==> src/rtl/eka_pkg.sv <==
// eka_pkg: shared core typedefs and constants used across the eka pipeline.
package eka_pkg;
  localparam int INSTR_W = 32;
  typedef logic [INSTR_W-1:0] instr_t;
  typedef enum logic [1:0] {
    REQ  = 2'd0,
    WAIT = 2'd1,
    HOLD = 2'd2
  } fetch_state_e;
endpackage

==> src/rtl/ifetch_unit.sv <==
// ifetch_unit: single-outstanding instruction fetch with a one-entry instruction buffer.
module ifetch_unit
  import eka_pkg::*;
#(
  parameter int ADDR_WIDTH = 32,
  parameter logic [ADDR_WIDTH-3:0] RESET_ADDR = '0
) (
  input  logic                  clk,
  input  logic                  reset,
  input  logic [ADDR_WIDTH-3:0] pc,
  input  logic                  flush,
  output logic                  stall_pc,
  output logic                  imem_req_valid,
  input  logic                  imem_req_ready,
  output logic [ADDR_WIDTH-3:0] imem_req_addr,
  input  logic                  imem_rsp_valid,
  input  instr_t                imem_rsp_data,
  output logic                  instr_valid,
  output instr_t                instr,
  output logic [ADDR_WIDTH-3:0] instr_pc,
  input  logic                  instr_ready
);
  fetch_state_e state, state_nxt;
  logic [ADDR_WIDTH-3:0] req_pc;
  logic discard;
  logic rsp_take;
  assign rsp_take = state == WAIT && imem_rsp_valid && !discard && !flush;
  always_ff @(posedge clk) begin
    if (reset) state <= REQ;
    else       state <= state_nxt;
  end
  always_comb begin
    state_nxt = state;
    case (state)
      REQ:     state_nxt = imem_req_ready ? WAIT : REQ;
      WAIT:    state_nxt = !imem_rsp_valid ? WAIT : (rsp_take ? HOLD : REQ);
      HOLD:    state_nxt = (instr_ready || flush) ? REQ : HOLD;
      default: state_nxt = REQ;
    endcase
  end
  always_comb begin
    imem_req_valid = state == REQ;
    instr_valid    = state == HOLD;
  end
  assign imem_req_addr = pc;
  assign stall_pc      = ~(instr_valid & instr_ready & ~flush);
  // A flush while the response is still in flight is remembered so that response is dropped on arrival.
  always_ff @(posedge clk) begin
    if (reset) begin
      req_pc   <= RESET_ADDR;
      discard  <= 1'b0;
      instr    <= '0;
      instr_pc <= RESET_ADDR;
    end else begin
      if (state == REQ && imem_req_ready) begin
        req_pc  <= pc;
        discard <= 1'b0;
      end
      if (state == WAIT && flush && !imem_rsp_valid) discard <= 1'b1;
      if (rsp_take) begin
        instr    <= imem_rsp_data;
        instr_pc <= req_pc;
      end
    end
  end
endmodule

==> config.mk <==
export PLATFORM = sky130hd
export DESIGN_NAME = ifetch_unit
export DESIGN_NICKNAME = d
export VERILOG_FILES = /design/src/rtl/eka_pkg.sv /design/src/rtl/ifetch_unit.sv
export SDC_FILE = /design/constraint.sdc
export NUM_CORES = 1
export LEC_CHECK = 0
export BUFFER_PORTS_ARGS = -buffer_cell sky130_fd_sc_hd__buf_2
export CAP_MARGIN = 20
export CORE_UTILIZATION = 40
export CTS_CLUSTER_SIZE = 16
export DETAILED_ROUTE_END_ITERATION = 12
export PLACE_DENSITY_LB_ADDON = 0.08
export SLEW_MARGIN = 10
export SYNTH_ARGS = -nofsm -noshare
export SYNTH_HDL_FRONTEND = slang
export SYNTH_SLANG_ARGS = --single-unit
export TNS_END_PERCENT = 5
==> constraint.sdc <==
create_clock -name clk -period 3 [get_ports clk]
set_input_delay 0.15 -clock clk [delete_from_list [all_inputs] [get_ports clk]]
set_output_delay 0.15 -clock clk [all_outputs]
set_load 0.01 [all_outputs]
### Word-level counts from Yosys, hierarchy flattened

Cells that the tools add are included.

* ROM bits: 0
* memories: 0
* latch bits: 0
* bits in registers: 95
* output and inout bits: 95
* input bits: 68
* memory bits (writable): 0

* reduce and logical (&&, ||, !) cells: 12
* order comparisons: 0
* equal/unequal tests: 2
* shift-type cells: 0
* bitwise gates (word level): 4
* add/sub/neg operators: 0
* divide/modulo/power cells: 0
* multipliers: 0
* mux-type cells: 7

Operators by type and width (number)
* $logic_and A1 B1 Y1: 6
* $mux W2: 3
* $pmux W2 S3: 1
* $logic_not A1 Y1: 3
* $mux W1: 3
* $and A1 B1 Y1: 2
* $eq A2 B1 Y1 const B: 1
* $eq A2 B2 Y1 const B: 1
* $logic_not A2 Y1: 1
* $not A1 Y1: 2
* $reduce_bool A2 Y1: 1
* $logic_or A1 B1 Y1: 1

### Depth between registers and ports, before layout

Gate-level depths: netlist (run 1).

* depth after elaboration: 7
* mapped depth: 6

### Worst setup path before layout (run 1)

Ideal clock, no wire load.

* path type: flip-flop to flip-flop
* from: reg state[1]
* to: reg instr[0]
* data required time: 2928 ps
* library setup time: 72 ps
* period minus slack after synthesis: 1273 ps
* setup slack: 1727 ps
* data arrival time: 1201 ps
* cell stages (with the launch flop): 7
* buffers on the path: 3
* cells stage by stage: dfxtp_1 > buf_6 > nand2b_4 > nor4_4 > buf_6 > buf_12 > mux2i_1

* longest elaborated chain between the ends: 4

Ends and longest elaborated chain
* from (decl): line ifetch_unit.sv:23 `fetch_state_e state, state_nxt;`
* from (signal assigned): line ifetch_unit.sv:30 `else state <= state_nxt;`
* $eq A2 B1 Y1: line ifetch_unit.sv:27 `assign rsp_take = state == WAIT && imem_rsp_valid && !discard && !flush;`
* $logic_and A1 B1 Y1 (3 in a row): line ifetch_unit.sv:27
* to (signal assigned): line ifetch_unit.sv:61 `instr <= imem_rsp_data;`
* to (decl): line ifetch_unit.sv:19 `output instr_t instr,`

No other way between the ends.
A chain may end at the register's enable or synchronous reset.

### Final worst setup path (run 1)

* from: reg state[0]
* to: reg instr[30]

Same word-level chain as after synthesis.

==> results of run 1 <==
## registers in the layout, summed over array words and instances, names as in the netlist
| register | count |
|---|---|
| state | 2 |
| instr_pc | 30 |
| req_pc | 30 |
| discard | 1 |
| instr | 32 |
## worst min-delay path, cell delays in order
cell and delay, ns:
buf_2 0.10, nand2_1 0.05, a21oi_1 0.05
## logic make-up after synthesis
family	Yosys count	share of synthesized area, %
muxes	63	14.7
AOI/OAI and AO/OA	34	4.03
and+or+nand+nor	196	25.8
buffers and inverters	63	11.0
DFF	95	44.4
## worst max path at each step
stage | startpoint | endpoint | slack, ns
2_1_floorplan | state[1] | instr[0] | 1.73
3_3_place_gp | state[0] | req_pc[14] | 1.15
3_5_place_dp | state[0] | req_pc[10] | 1.13
4_1_cts | state[0] | req_pc[14] | 1.10
5_1_grt | state[0] | instr[30] | 1.18
6_report | state[0] | instr[30] | 1.35
## report_power, final
| group | internal (W) | total, W | switching [W] |
|---|---|---|---|
| combinational | 0.000136 | 0.000279 | 0.000142 |
| clock | 0.000430 | 0.000861 | 0.000431 |
| sequential | 0.00130 | 0.00132 | 0.0000226 |
## area by class of cell
| class | count | area [um2] | area share (%) |
|---|---|---|---|
| multi-input cells | 293 | 1910 | 37.7 |
| flip-flops and latches | 95 | 1900 | 37.5 |
| repair buffers | 167 | 883 | 17.4 |
| well taps | 136 | 170 | 3.35 |
| clock buffers | 11 | 151 | 2.98 |
| clock inverters | 4 | 55.1 | 1.08 |
| inverters | 1 | 3.75 | 0.0739 |
## stage by stage
stage               setup slack, ns  hold WS (ns)  power [W]  utilization [%]
detailed placement             1.13         0.407    0.00163             46.5
global route                   1.18        0.0218    0.00258             49.0
CTS                            1.10        0.0131    0.00250             48.5
floorplan                      1.73         0.286    0.00155                -
finish                         1.35        0.0371    0.00246             49.0
global placement               1.15         0.404    0.00162             46.5
## cells in the final DEF (no fill, tap or decap), types with 2 or more instances in the layout
cell,count
mux2i_1,63
clkinv_4,2
dfxtp_1,95
a21oi_1,33
nand2_1,60
clkbuf_8,11
nand2b_1,125
buf_4,4
nor3_1,2
nor2_1,2
buf_2,161
## per-layer routing
layer	vias to the layer above	GRT usage, %
met5	-	0
li1	1640	-
met4	0	6.94
met1	1409	18.9
met3	13	3.09
met2	99	26.0
==> qor.yml, run 1 <==
status:
  outcome: "finished, final reports clean"
setup_path:
  rrSetupSlack_ns: 1.35
  slowest_stage: "dfxtp_1"
  cp.arrival_ns: 1.92
  critPathMaxStageDelay_ns: 0.55
  crit_family: "flip-flops"
  critPathBufInv: 1
  crit_cells: 4
  r2r.worst_path.cells: 4
  required_ns: 3.27
  r2r_end: "instr[30]"
  critPathMaxFanout: 34
  path_class: "flip-flop to flip-flop"
  endpoint_kind: "flip-flop"
  crit_chain: "nand2b_4 > nor4_4 > buf_4 > mux2i_1"
  rr_startpoint: "state[0]"
  setup.worst_path.start_class: "flip-flop"
placed_design:
  place_congestion: 0.679
  dp_cells: 690
  place_hpwl_um: 5740
  io_buffers: 162
  place_area_um2: 4820
yosys:
  synth_common_cells: "nand2b_1, dfxtp_1, mux2i_1"
  syn_area_per_cell_um2: 9.49
  synth_seq_area_share_pct: 44.4
  syn_area_um2: 4280
  synth_largest_area_cell: "dfxtp_1"
  synth-edff-count: 0
  synth.most_common_cell: "nand2b_1"
  ys_ff_latch: 95
  yosysWarningCount: 0
  post-synth-top-area-fraction_pct: 44.4
  syn_inst: 451
  ys_types: 21
  ys.flop_type: "dfxtp_1"
  synth_area_leaders: "dfxtp_1, nand2b_1, mux2i_1"
  synth_nets: 519
  synth_async_sr_flop_share_pct: 0
floorplan:
  die_h_um: 105
  die_x_um: 105
  fp-row-count: 37
  ios: 163
  start_util_pct: 41.3
  die-area_um2: 11100
  fp.coreArea_um2: 10400
route:
  first_pass_iters: 4
  wl_per_cell_um: 12.1
  top_layer: "met4"
  wl_met1_um: 4030
  vias_per_cell: 4.47
  antenna_left: 0
  drt_iter0_markers: 94
  via_count: 3161
  wirelength_um: 8570
  dr_wl_met2_um: 3910
  drc_errors: 0
  wl_met3_um: 473
clock_tree:
  tritoncts: "yes"
  insertion_delay_ns: 0.35
  cts_setup_buffers: 0
  ctsResizeCount: 0
  htreeDepth: 3
  cts.sinks: 95
  cts_root_buf: "clkbuf_8"
  numCtsBuffers: 9
  hold_buffers: 0
  clk_pin_slew_ns: 0.09
  clockBufferDepth: 2
layout:
  layoutNonFillerInstCount: 707
  nFillCells: 1058
  finish.net_count: 635
  diodes: 0
  syn_to_final_growth_pct: 18.6
  drive_above_1_share_pct: 32.4
  final_area_um2: 5080
grt:
  grt_max_degree: 158
  first_global_vias: 2922
  grt-ovfl-total: 0
  antenna_found_initial: 0
  track_usage_pct: 15.4
  grt_pass1_wl_um: 13700
power_and_ir_drop:
  ir_drop_mv: 0.176
  powerDensity_nw_per_um2: 485
  p_leak_nw: 2.15
worst_hold_path:
  worstHoldStart: "pc[11]"
  hold_depth: 3
  hp-class: "input port to flip-flop"
  hold_end: "req_pc[11]"
timing:
  tns_ns: 0
  rsz0062_at_grt: "no"
  tightest_slew_ns: 0.582
  slew_headroom_pct: 61.2
  clock.fmax_mhz: 606
  hold_viol_final: 0
  finalCritPeriodShare_pct: 55.0
  setup_viol: 0
  final_max_slew_viol_count: 0
  fin_skew_ns: 0.0114
  min_period_ns: 1.65
flow_run:
  drv_cap: 0
No activity file was read; power rests on OpenSTA's default activity.
==> run 2, diff against run 1 <==
==> constraint.sdc (replaced) <==
create_clock -name clk -period 1.4 [get_ports clk]
set_input_delay 0.07 -clock clk [delete_from_list [all_inputs] [get_ports clk]]
set_output_delay 0.07 -clock clk [all_outputs]
set_load 0.01 [all_outputs]
==> run 2 against run 1 <==
Against the previous run:
- global-route usage is 1.9 points higher
- sequential share of layout area down 4.8 points
- power is 120% higher
- largest power group unchanged
- non-clock buffer count rose by 72
- sequential cell count unchanged
- cell area increased by 15%
- wire length increased by 11%
- critical path type unchanged
- via count grew 8.7%
- hold slack gained 0.0025 ns
- sequential power rose by 110%
==> qor.yml, run 2 (synthesized netlist as in run 1, its figures left out) <==
route:
  wirelength_um: 9530
  drt_iter0_markers: 117
  via_count: 3437
  wl_per_cell_um: 12.2
  antenna_left: 0
  vias_per_cell: 4.41
  first_pass_iters: 4
  drc_errors: 0
clock_tree:
  cts.sinks: 95
  clk_pin_slew_ns: 0.09
  htreeDepth: 3
  insertion_delay_ns: 0.36
  clockBufferDepth: 2
  tritoncts: "yes"
  numCtsBuffers: 9
  cts_setup_buffers: 0
  cts_root_buf: "clkbuf_8"
floorplan:
  fp.coreArea_um2: 10400
  die_h_um: 105
  die-area_um2: 11100
  fp-row-count: 37
  start_util_pct: 41.3
  ios: 163
  die_x_um: 105
power_and_ir_drop:
  powerDensity_nw_per_um2: 940
  sw_frac_of_total_pct: 24.3
  p_sw_w: 0.00133
  power.total_w: 0.00548
  comb_power_share_pct: 14.1
  p_leak_nw: 2.47
  cell_internal_pwr_w: 0.00415
  seqPwrFrac_pct: 51.7
  ir_drop_mv: 0.430
  p_clk_share_pct: 34.2
timing:
  clock.fmax_mhz: 743
  slew_headroom_pct: 79.3
  finalCritPeriodShare_pct: 96.1
  rsz0062_at_grt: "yes"
  worst_slack_ns: 0.0540
  final_max_slew_viol_count: 0
  tightest_slew_ns: 0.308
  setup_viol: 0
  min_period_ns: 1.35
  hold_viol_final: 0
  fin_skew_ns: 0.0103
layout:
  finish.net_count: 707
  layoutNonFillerInstCount: 780
  syn_to_final_growth_pct: 36.2
  nFillCells: 947
  reg_top3: "instr: 32 flops, instr_pc: 30 flops, req_pc: 30 flops"
  final_cell_mix: "buf_2, nand2b_1, dfxtp_1"
  final_area_um2: 5830
  regMostFlops: "instr"
  seq_area_um2: 1910
  largest_register_ffs: 32
  postLayoutCoreUtil_pct: 56.2
  drive_above_1_share_pct: 30.7
  diodes: 0
  layout_commonest_cell: "buf_2"
  multi_input_area_um2: 1920
placed_design:
  place_congestion: 0.725
  place_ws_ns: 0.0103
  place_area_um2: 4970
  dp_cells: 701
  place_hpwl_um: 5980
  io_buffers: 162
setup_path:
  critPathBufInv: 2
  setup.worst_path.start_class: "flip-flop"
  cp.arrival_ns: 1.64
  required_ns: 1.69
  critPathMaxStageDelay_ns: 0.36
  crit_cells: 4
  crit_chain: "nor4_4 > buf_4 > buf_12 > mux2i_1"
  crit_family: "buffers and inverters"
  path_class: "flip-flop to flip-flop"
  critPathMaxFanout: 15
  endpoint_kind: "flip-flop"
  r2r.worst_path.cells: 4
  slowest_stage: "nor4_4"
grt:
  grt-ovfl-total: 0
  first_global_vias: 3204
  track_usage_pct: 17.4
  antenna_found_initial: 0
  grt_pass1_wl_um: 15300
  grt_max_degree: 87
flow_run:
  drv_cap: 0
worst_hold_path:
  hp-class: "input port to flip-flop"
  hold_depth: 3
status:
  outcome: "finished, final reports clean"
==> run 2: what timing repair did <==
| action | 4_1_cts | 5_1_grt |
|---|---|---|
| hold buffers | 63 | 0 |
| setup endpoints to repair | 6 | 44 |
| resized for setup | 2 | 6 |
| hold endpoints to repair | 62 | 0 |
| gates cloned | 0 | 0 |
| pin swaps | 0 | 0 |
==> run 2: final timing paths <==
check                           slack, ns        start         end
worst min register to register       0.46   req_pc[25]  req_pc[25]
worst min-delay path                 0.04  instr_ready    state[1]
worst max register to register       0.05      discard   instr[13]
worst max-delay path                 0.05      discard   instr[13]
==> run 2: routing by layer <==
| metal | part of all wire (%) | up-vias | track usage (%) | wire [um] |
|---|---|---|---|---|
| li1 | - | 1784 | - | - |
| met1 | 46 | 1535 | 21.1 | 4360 |
| met2 | 47 | 101 | 29.1 | 4480 |
| met3 | 5.0 | 17 | 3.46 | 473 |
| met4 | 2.2 | 0 | 8.65 | 209 |
| met5 | 0 | - | 0 | 0 |
==> run 2: worst min-delay path, cell delays in order <==
cell and delay, ns:
buf_2 0.10, nor3b_1 0.05, o21a_1 0.15
==> run 2: final cells by class <==
class                           count  area share (%)
Clock inverter                      4           0.923
Timing Repair Buffer              239            27.8
Clock buffer                       12            2.66
Inverter                            1          0.0644
Multi-Input combinational cell    293            32.9
Tap cell                          136            2.92
Sequential cell                    95            32.7
==> run 2: power by group through the flow <==
stage | Combinational, W | Clock (W) | Sequential [W]
floorplan | 0.000429 | 0 | 0.00290
detailed placement | 0.000637 | 0 | 0.00289
CTS | 0.000774 | 0.00194 | 0.00283
finish | 0.000773 | 0.00187 | 0.00283
global placement | 0.000630 | 0 | 0.00289
global route | 0.000847 | 0.00208 | 0.00285
==> run 2: through the flow <==
step	hold slack (ns)	TNS (ns)
6_report	0.0396	0
5_1_grt	0.0338	-0.262
4_1_cts	0.0306	0
3_5_place_dp	0.321	0
3_3_place_gp	0.317	0
2_1_floorplan	0.206	0
==> run 3, diff against run 2 <==
--- a/config.mk
+++ b/config.mk
@@ -5,9 +5,10 @@
 export SDC_FILE = /design/constraint.sdc
 export NUM_CORES = 1
 export LEC_CHECK = 0
+export ABC_AREA = 0
 export BUFFER_PORTS_ARGS = -buffer_cell sky130_fd_sc_hd__buf_2
 export CAP_MARGIN = 20
-export CORE_UTILIZATION = 40
+export CORE_UTILIZATION = 44
 export CTS_CLUSTER_SIZE = 16
 export DETAILED_ROUTE_END_ITERATION = 12
 export PLACE_DENSITY_LB_ADDON = 0.08
==> run 3 against run 2 <==
Against the previous run:
- worst setup slack better by 0.038 ns
- register-to-register slack better by 0.04 ns
- critical endpoint is now instr_pc[15]
- highest routed layer unchanged
- critical path type unchanged
- cell area about the same
==> qor.yml, run 3 (synthesized netlist as in run 1, its figures left out) <==
floorplan:
  die_h_um: 101
  fp-row-count: 35
  start_util_pct: 45.9
  die-area_um2: 10100
  ios: 163
  fp.coreArea_um2: 9330
  die_x_um: 101
worst_hold_path:
  worstHoldStart: "instr_ready"
  hold_end: "state[1]"
  hp-class: "input port to flip-flop"
  hold_depth: 3
timing:
  tns_ns: 0
  min_period_ns: 1.31
  clock.fmax_mhz: 764
  hold_viol_final: 0
  tightest_slew_ns: 0.290
  rsz0062_at_grt: "no"
  final_max_slew_viol_count: 0
  fin_skew_ns: 0.0132
  slew_headroom_pct: 80.7
  finalCritPeriodShare_pct: 93.5
  setup_viol: 0
layout:
  syn_to_final_growth_pct: 36.1
  layout_commonest_cell: "buf_2"
  reg_top3: "instr: 32 flops, instr_pc: 30 flops, req_pc: 30 flops"
  diodes: 0
  nFillCells: 851
  regMostFlops: "instr"
  final_cell_mix: "buf_2, nand2b_1, dfxtp_1"
  largest_register_ffs: 32
  postLayoutCoreUtil_pct: 62.5
  finish.net_count: 708
  drive_above_1_share_pct: 30.7
setup_path:
  required_ns: 1.67
  rr_startpoint: "discard"
  critPathBufInv: 2
  crit_chain: "nor4_4 > buf_6 > buf_12 > mux2i_1"
  r2r_end: "instr_pc[15]"
  cp.arrival_ns: 1.58
  critPathMaxFanout: 16
  endpoint_kind: "flip-flop"
  r2r.worst_path.cells: 4
  rrSetupSlack_ns: 0.09
  path_class: "flip-flop to flip-flop"
  slowest_stage: "dfxtp_1"
  critPathMaxStageDelay_ns: 0.35
  crit_family: "buffers and inverters"
  setup.worst_path.start_class: "flip-flop"
grt:
  gr-usage-met3_pct: 4.16
  first_global_vias: 3398
  antenna_found_initial: 0
  grt_pass1_wl_um: 15400
  grt-ovfl-total: 0
  met2_usage_pct: 35.6
  grt.busiest_layer: "met2"
  grt_max_degree: 59
  grtUsageMet1_pct: 21.9
  track_usage_pct: 19.4
placed_design:
  place_congestion: 0.691
  io_buffers: 162
  place_hpwl_um: 5870
clock_tree:
  clockBufferDepth: 2
  clk_pin_slew_ns: 0.09
  tritoncts: "yes"
  insertion_delay_ns: 0.35
  htreeDepth: 3
  cts.sinks: 95
  numCtsBuffers: 9
  cts_root_buf: "clkbuf_8"
power_and_ir_drop:
  seqPwrFrac_pct: 53.9
  powerDensity_nw_per_um2: 903
  ir_drop_mv: 0.546
  comb_power_share_pct: 14.9
  cell_internal_pwr_w: 0.00392
  p_clk_share_pct: 31.2
  p_sw_w: 0.00134
  sw_frac_of_total_pct: 25.4
  p_leak_nw: 2.46
  power.total_w: 0.00526
route:
  drt_iter0_markers: 64
  antenna_left: 0
  via_count: 3505
  vias_per_cell: 4.53
  wirelength_um: 9930
  first_pass_iters: 4
  drc_errors: 0
  wl_per_cell_um: 12.8
status:
  outcome: "finished, final reports clean"
flow_run:
  drv_cap: 0
[run 3: cell types whose count changed in the layout (fill, tap and decap cells not counted), sizes merged]
cell	before	now
buf	176	177
bufinv	1	0
clkbuf	12	13
clkinvlp	2	3
dlygate4sd3	63	62
[run 3: final cells by class]
class	instances	area, um2	share of cell area (%)
tap	129	161	2.77
multi-input combinational	293	1910	32.9
sequential	95	1900	32.7
timing repair buffer	240	1670	28.6
clock inverter	4	31.3	0.537
inverter	1	3.75	0.0644
clock buffer	12	145	2.49
[run 3: power by group through the flow]
stage                     combinational (W)  sequential (W)  clock, W
after floorplan                    0.000429         0.00290         0
after global placement             0.000626         0.00289         0
after detailed placement           0.000634         0.00290         0
after CTS                          0.000778         0.00283   0.00171
after global routing               0.000861         0.00284   0.00182
final                              0.000785         0.00283   0.00164
[run 3: worst max path at each step]
stage          slack (ns)            to  cells past startpoint     start
3_3_place_gp         0.05     instr[20]                      4  state[0]
4_1_cts             -0.04      instr[1]                      5  state[1]
5_1_grt              0.03      stall_pc                      4  state[0]
2_1_floorplan        0.13      instr[0]                      6  state[1]
3_5_place_dp        -0.04  instr_pc[15]                      4  state[0]
6_report             0.09  instr_pc[15]                      4   discard
[run 3: timing repair]
item | in CTS | in global routing
pin swaps | 1 | 1
buffers inserted | 1 | 0
gates resized for setup | 2 | 4
hold buffers | 62 | 0
setup endpoints to repair | 25 | 48
gates cloned | 1 | 1
hold endpoints to repair | 62 | 0
[run 3: routing by layer]
metal	part of all wire [%]	vias up
met4	1.4	0
met2	50	101
met3	5.1	11
met5	0	-
met1	44	1606
li1	-	1787
[run 3: worst register-to-register path: stages, from the launching register on]
cell and delay (ns):
dfxtp_1 0.35, nor4_4 0.28, buf_6 0.19, buf_12 0.19
mux2i_1 0.22
[run 3: metrics by stage]
| step | cell area [um2] | instances | hold WS (ns) | setup WS, ns |
|---|---|---|---|---|
| 2_1_floorplan | 4280 | 451 | 0.206 | 0.127 |
| 3_3_place_gp | 4950 | 693 | 0.321 | 0.0505 |
| 3_5_place_dp | 4950 | 693 | 0.325 | -0.0395 |
| 4_1_cts | 5790 | 773 | 0.0482 | -0.0412 |
| 5_1_grt | 5830 | 774 | 0.0584 | 0.0264 |
| 6_report | 5830 | 774 | 0.0579 | 0.0915 |
